### src/rtl/gen_scope_pkg.sv
// Shared types and constants for the nested-generate-scope reader and its shadow model.
package gen_scope_pkg;

  typedef enum logic [2:0] {
    GS_IDLE,
    GS_LOAD,
    GS_RUN,
    GS_LAST,
    GS_DONE
  } gs_state_t;

  localparam logic [1:0] GS_Z_INIT   = 2'b01;
  localparam logic [1:0] GS_XOR_MASK = 2'b11;
  localparam logic [3:0] GS_FAIL_MAX = 4'hF;

  // Swap the two bits of a 2-bit value (a 2-bit rotate in either direction).
  function automatic logic [1:0] gs_rotate(input logic [1:0] v);
    return {v[0], v[1]};
  endfunction

endpackage

### src/rtl/gen_scope_model.sv
// Shadow model of the scoped registers: tracks y and z independently and produces
// the value A.x is expected to hold, with optional bit-0 fault injection.
module gen_scope_model
  import gen_scope_pkg::*;
(
  input  logic       clk,
  input  logic       rst,
  input  logic       load,
  input  logic       step_en,
  input  logic [1:0] seed,
  input  logic       inj,
  output logic [1:0] exp
);

  logic [1:0] sy_q, sy_d;
  logic [1:0] sz_q, sz_d;
  logic [1:0] exp_q, exp_d;

  // Next shadow state: seed on load, advance y/z and form the expected x on each step.
  always_comb begin
    sy_d  = sy_q;
    sz_d  = sz_q;
    exp_d = exp_q;
    if (load) begin
      sy_d = seed;
      sz_d = GS_Z_INIT;
    end else if (step_en) begin
      exp_d = sy_q ^ GS_XOR_MASK ^ sz_q ^ {1'b0, inj};
      sy_d  = sy_q + 2'd1;
      sz_d  = gs_rotate(sz_q);
    end
  end

  // Shadow registers with synchronous reset.
  always_ff @(posedge clk) begin
    if (rst) begin
      sy_q  <= '0;
      sz_q  <= '0;
      exp_q <= '0;
    end else begin
      sy_q  <= sy_d;
      sz_q  <= sz_d;
      exp_q <= exp_d;
    end
  end

  assign exp = exp_q;

endmodule

### src/rtl/gen_scope_reader.sv
// Checker that drives registers living in nested named generate scopes (A, A.B, A.C)
// through relative, scope-qualified and module-qualified names, and compares A.x
// against an independent shadow model for N_STEPS cycles per run.
module gen_scope_reader
  import gen_scope_pkg::*;
#(
  parameter int N_STEPS = 8
) (
  input  logic       clk,
  input  logic       rst,
  input  logic       start,
  input  logic [1:0] seed,
  input  logic       inj,
  output logic       busy,
  output logic       done,
  output logic       pass,
  output logic [3:0] fail_count,
  output logic [1:0] x_out
);

  localparam logic [7:0] LAST_STEP = 8'(N_STEPS - 1);

  gs_state_t  state_q, state_d;
  logic [7:0] step_q, step_d;
  logic [3:0] fail_count_q, fail_count_d;
  logic       pass_q, pass_d;

  logic [1:0] x_d, y_d, z_d;
  logic       model_load, model_step, cmp_en;
  logic [1:0] exp_val;

  // The scopes under test; their registers are written only from the top level.
  if (1'b1) begin : A
    logic [1:0] x;
    logic [1:0] y_view;
    if (1'b1) begin : B
      logic [1:0] y;
    end
    if (1'b1) begin : C
      logic [1:0] z;
    end
    assign y_view = B.y;
  end

  gen_scope_model u_model (
    .clk     (clk),
    .rst     (rst),
    .load    (model_load),
    .step_en (model_step),
    .seed    (seed),
    .inj     (inj),
    .exp     (exp_val)
  );

  // Next-state, scoped-register updates and saturating mismatch counting.
  always_comb begin
    state_d      = state_q;
    step_d       = step_q;
    fail_count_d = fail_count_q;
    pass_d       = pass_q;
    x_d          = gen_scope_reader.A.x;
    y_d          = A.y_view;
    z_d          = A.C.z;
    model_load   = 1'b0;
    model_step   = 1'b0;
    cmp_en       = 1'b0;
    case (state_q)
      GS_IDLE: begin
        if (start) state_d = GS_LOAD;
      end
      GS_LOAD: begin
        y_d          = seed;
        z_d          = GS_Z_INIT;
        step_d       = '0;
        fail_count_d = '0;
        pass_d       = 1'b0;
        model_load   = 1'b1;
        state_d      = GS_RUN;
      end
      GS_RUN: begin
        x_d        = A.y_view ^ GS_XOR_MASK ^ A.C.z;
        y_d        = A.y_view + 2'd1;
        z_d        = gs_rotate(A.C.z);
        model_step = 1'b1;
        cmp_en     = (step_q != 8'd0);
        if (step_q == LAST_STEP) state_d = GS_LAST;
        else                     step_d  = step_q + 8'd1;
      end
      GS_LAST: begin
        cmp_en  = 1'b1;
        state_d = GS_DONE;
      end
      GS_DONE: begin
        pass_d  = (fail_count_q == 4'd0);
        state_d = GS_IDLE;
      end
      default: state_d = GS_IDLE;
    endcase
    if (cmp_en && (gen_scope_reader.A.x != exp_val) && (fail_count_q != GS_FAIL_MAX))
      fail_count_d = fail_count_q + 4'd1;
  end

  // State, counters and the scoped registers, all cleared by synchronous reset.
  always_ff @(posedge clk) begin
    if (rst) begin
      state_q                <= GS_IDLE;
      step_q                 <= '0;
      fail_count_q           <= '0;
      pass_q                 <= 1'b0;
      gen_scope_reader.A.x   <= '0;
      gen_scope_reader.A.B.y <= '0;
      gen_scope_reader.A.C.z <= '0;
    end else begin
      state_q                <= state_d;
      step_q                 <= step_d;
      fail_count_q           <= fail_count_d;
      pass_q                 <= pass_d;
      gen_scope_reader.A.x   <= x_d;
      gen_scope_reader.A.B.y <= y_d;
      gen_scope_reader.A.C.z <= z_d;
    end
  end

  assign busy       = (state_q == GS_LOAD) || (state_q == GS_RUN) || (state_q == GS_LAST);
  assign done       = (state_q == GS_DONE);
  assign pass       = pass_q;
  assign fail_count = fail_count_q;
  assign x_out      = gen_scope_reader.A.x;

endmodule

### config.mk
export PLATFORM = sky130hd
export DESIGN_NAME = gen_scope_reader
export DESIGN_NICKNAME = d
export VERILOG_FILES = /design/src/rtl/gen_scope_pkg.sv /design/src/rtl/gen_scope_model.sv /design/src/rtl/gen_scope_reader.sv
export SDC_FILE = /design/constraint.sdc
export NUM_CORES = 1
export LEC_CHECK = 0
export ABC_CLOCK_PERIOD_IN_PS = 2050
export CAP_MARGIN = 10
export CORE_MARGIN = 8
export CORE_UTILIZATION = 38
export DETAILED_ROUTE_END_ITERATION = 8
export GPL_ROUTABILITY_DRIVEN = 0
export SLEW_MARGIN = 20
export SYNTH_ARGS = -nofsm -noshare
export SYNTH_HDL_FRONTEND = slang
export SYNTH_SLANG_ARGS = --single-unit
### constraint.sdc
create_clock -name clk -period 2.05 [get_ports clk]
set_input_delay 0.41 -clock clk [delete_from_list [all_inputs] [get_ports clk]]
set_output_delay 0.41 -clock clk [all_outputs]
set_load 0.03 [all_outputs]
* Word-level counts from Yosys, hierarchy flattened
Index checks and enable logic that the tools add are counted.
Operators by class: bitwise gates (word level) 6, $add $sub $neg 4, equality and inequality tests 10, reductions and logical operators 15, muxes and demuxes 17
Operators by type and width (count):
- $pmux 8 s2 | 1
- $pmux 3 s4 | 1
- $add 8x1->8 const B | 1
- $eq 8x3->1 const B | 1
- $mux 4 | 2
- $mux 8 | 1
- $pmux 2 s2 | 2
- $reduce_bool 2->1 | 4
- $reduce_bool 8->1 | 1
- $eq 3x2->1 const B | 2
- $mux 3 | 2
- $ne 2x2->1 const B | 3
- $reduce_and 2->1 | 3
- $add 2x1->2 const B | 2
- $add 4x1->4 const B | 1
- $logic_not 4->1 | 1
- $mux 1 | 4
- $mux 2 | 2
- $ne 4x4->1 const B | 1
- $not 2->2 | 2
- $pmux 1 s2 | 2
- $xor 2x2->2 | 2
- $eq 3x1->1 const B | 1
- $eq 3x3->1 const B | 1
- other kinds (7) | 9
Storage, ports and cells: word-level logic and storage cells 63, bits of input ports 6, output and inout port bits 9, register bits 28

* Depth between registers and ports, before layout
word-level depth 5, gate-level depth with buffers 7, gate-level depth less buffers 5

* By module
Synthesis repeated with hierarchy kept, for this count alone.
Second synthesis, totals: cell total of the unflattened synthesis 161, area total of the unflattened synthesis 1408.9 um^2
Modules (own cells, without submodules):
- gen_scope_reader | times used 1, cells each 133, area each 1134.8 um^2, seq. area each 440.4 um^2
- gen_scope_model | times used 1, cells each 28, area each 274.0 um^2, seq. area each 120.1 um^2

* Worst setup path after synthesis
Ideal clock, no wire load.
kind register to output, start register state_q[2], end output port done, cell stages (with the launch flop) 3, path buffers 1, arrival time 1347 ps, data required time 1640 ps, slack 293 ps, cell sequence dfxtp_1 buf_2 nor3b_1
Between the ends: word-level cells in the longest chain between the ends 1
Ends and longest elaborated chain:
- start, declared | RTL line gen_scope_reader.sv:23 | gs_state_t state_q, state_d;
- start signal, assigned | RTL line gen_scope_reader.sv:114 | state_q <= state_d;
- $eq 3x3->1 | RTL line gen_scope_reader.sv:125 | assign done = (state_q == GS_DONE);
- end, declared | RTL line gen_scope_reader.sv:15 | output logic done,
No other way between the ends.

* Final worst setup path
Same ends and word-level chain as after synthesis.

==> impl_metrics.env <==
export IMPL_synth_top_area_share_pct=38.8
export IMPL_dp_hpwl_mm=2.37
export IMPL_ys_top_cells_by_area="sky130_fd_sc_hd__dfxtp_1 (39%), sky130_fd_sc_hd__xnor2_1 (5.4%), sky130_fd_sc_hd__nand2_1 (4.7%)"
export IMPL_hold_violations=0
export IMPL_max_freq_mhz=553
export IMPL_postSynthNetCount=175
export IMPL_worstPathArrival_ps=1400
export IMPL_die_width_um=77.7
export IMPL_number_of_global_route_vias_before_repair=1181
export IMPL_post_layout_total_power_mw=1.42
export IMPL_io_pins=15
export IMPL_dp_cells=224
export IMPL_dpl_instance_area_sq_um=1640
export IMPL_crit_path_cells="nor3b_1, buf_4, buf_4"
export IMPL_drt_iter0_markers=45
export IMPL_status="complete, no violations"
export IMPL_final_area_sq_um=1710
export IMPL_stdcell_count=228
export IMPL_clkSinkCount=28
export IMPL_setup_ws_ps=240
export IMPL_average_via_count_per_standard_cell=5.31
export IMPL_route_antenna_remaining_nets=0
export IMPL_p_leak_nw=0.607
export IMPL_timing_critical_path_mode_cell="sky130_fd_sc_hd__buf_4"
export IMPL_antenna_diode_count=0
export IMPL_max_stage_delay_ps=550
export IMPL_floorplan_initialDensity_pct=39.5
export IMPL_setup_violations=0
export IMPL_mappedNetlistArea_sq_um=1450
export IMPL_crit_slowest_cell="sky130_fd_sc_hd__dfxtp_1"
export IMPL_layout_worst_path_cycle_share_pct=88.3
export IMPL_synth_top_cell_by_area="sky130_fd_sc_hd__dfxtp_1"
export IMPL_clkTransAtPathRegs_ps=100
export IMPL_synth_warning_count=0
export IMPL_final_max_tran_viols=0
export IMPL_max_clock_path_buffers=2
export IMPL_drt_wl_total_mm=3.11
export IMPL_tritoncts="yes"
export IMPL_crit_fanout=11
export IMPL_setup_total_negative_slack_ps=0
export IMPL_worst_path_buf_inv=2
export IMPL_antenna_found_initial=0
export IMPL_dieArea_sq_um=6040
export IMPL_area_grow_syn2layout_pct=18.5
export IMPL_grt_start_max_net_pins=17
export IMPL_wire_length_of_the_first_global_routing_pass_mm=5.37
export IMPL_register_bit_count_reported_by_yosys=28
export IMPL_cell_with_the_most_instances_after_synthesis="sky130_fd_sc_hd__dfxtp_1"
export IMPL_syn_avg_cell_area_sq_um=8.77
export IMPL_global_route_overflow_total=0
export IMPL_layout_drive_gt1_share_pct=12.2
export IMPL_cp_required_ps=1640
export IMPL_yosysUniqueCellTypes=47
export IMPL_via_count=1210
export IMPL_max_slew_margin_pct=61.5
export IMPL_max_cap_violations=0
export IMPL_finalWorstPathRequiredPeriod_ps=1810
export IMPL_ctsRootBufferMaster="sky130_fd_sc_hd__clkbuf_8"
export IMPL_cts_htree_levels=1
export IMPL_yosysSeqAreaShare_pct=38.8
export IMPL_path_class="reg -> out"
export IMPL_drc_errors=0
export IMPL_synth_enable_flop_cells=0
export IMPL_crit_path_launch_type="flop"
export IMPL_fin_skew_ps=1.93
export IMPL_cp_endpoint_kind="output port"
export IMPL_max_slew_worst_pin_slew_ps=572
export IMPL_synthCells=165
export IMPL_port_buffers=14
export IMPL_postSynth_asyncResetShare_pct=0
export IMPL_fp_coreArea_sq_um=3660
export IMPL_place_ws_ps=280
export IMPL_ys_dominant_reg_cell="sky130_fd_sc_hd__dfxtp_1"
export IMPL_number_of_nets_in_the_layout=191
export IMPL_drt_wirelength_per_cell_um=13.7
export IMPL_ir_drop_mv=0.293
export IMPL_power_per_cell_area_nw_per_um2=828
export IMPL_holdCritPathClass="reg -> reg"
export IMPL_synth_top_cells_by_count="sky130_fd_sc_hd__dfxtp_1 (28), sky130_fd_sc_hd__nand2_1 (18), sky130_fd_sc_hd__nor2_1 (13)"
export IMPL_clkLatencyLatePin_ps=270
export IMPL_floorplan_die_height_um=77.7
export IMPL_row_count=22
export IMPL_numCtsBuffers=3
export IMPL_firstDrtPassIters=4
export IMPL_num_fill_cells=352
export IMPL_critical_path_top_delay_family="flip-flops"
export IMPL_hold_buf_cts=0
export IMPL_track_usage_pct=10.4
export IMPL_rsz0062_at_grt="false"
export IMPL_cts_setup_buffers=0
==> tightest hold or removal path, stage by stage, from the launching register on <==
cell and delay [ps]:
sky130_fd_sc_hd__dfxtp_1 320, sky130_fd_sc_hd__nand2_1 50, sky130_fd_sc_hd__a21oi_1 50
==> cells in the final DEF, fill, tap and decap left out, drive strengths merged, types with 2 or more instances in the layout <==
master / instances
and3: 2
nand4: 3
inv: 6
o211ai: 2
clkbuf: 3
xnor2: 9
nand2b: 2
nand3: 8
xor2: 3
a211oi: 4
ha: 4
a21oi: 12
clkdlybuf4s50: 12
nor3b: 5
buf: 7
o21ai: 6
or3b: 3
nor3: 3
nor2: 14
a31oi: 2
dfxtp: 28
o22ai: 2
nor2b: 2
nand2: 18
==> worst paths after layout <==
check	from	to	slack, ps	depth (start not counted)
min	pass	pass	460	2
max	state_q[2]	done	240	3
max reg2reg	state_q[2]	step_q[3]	380	3
min reg2reg	pass	pass	460	2
==> what timing repair did <==
action | 4_1_cts | 5_1_grt
gates resized for setup | 1 | 2
gates cloned | 0 | 0
hold endpoints to repair | 0 | 0
endpoints found under the setup margin | 1 | 1
==> metal layers <==
| layer | GRT usage, % | wire (um) |
|---|---|---|
| met5 | 0 | 0 |
| met4 | 1.70 | 13 |
| met3 | 2.07 | 90 |
| met2 | 19.3 | 1560 |
| met1 | 12.0 | 1450 |
==> final cells by class <==
type	instances	area [sq um]	area share [%]
inverters	6	22.5	1.31
multi-input cells	122	812	47.4
clock buffers	3	41.3	2.41
flip-flops and latches	28	563	32.8
repair buffers	20	185	10.8
well taps	48	60.1	3.50
clock inverters	1	30.0	1.75
==> per-stage QoR <==
stage | utilization (%) | hold WS, ps
after floorplan | - | 444
after CTS | 46.7 | 465
after detailed placement | 44.7 | 451
final | 46.8 | 459
after global placement | 44.7 | 443
after global routing | 46.8 | 493
==> kinds of logic after synthesis <==
kind of cell             count (synthesis)  synth area share (%)
AO/OA/AOI/OAI                           39                  19.4
XOR/XNOR                                12                  7.27
adder cells (fa/ha/maj)                  4                  3.46
buffers and inverters                   15                  5.10
flip-flops                              28                  38.8
AND/OR/NAND/NOR                         67                  26.0
==> power by group <==
| part | total [mW] | switching [mW] | internal (mW) |
|---|---|---|---|
| registers | 0.650 | 0.0569 | 0.593 |
| logic | 0.334 | 0.183 | 0.151 |
| clock network | 0.434 | 0.173 | 0.261 |
| total | 1.42 | 0.414 | 1.01 |
==> registers in the layout, indices dropped and copies added, names as in the netlist <==
name          count
step_q            8
fail_count        4
state_q           3
A.B.y             2
A.C.z             2
u_model.exp       2
u_model.sy_q      2
u_model.sz_q      2
x_out             2
pass              1
Power figures use the tool's default switching activity.
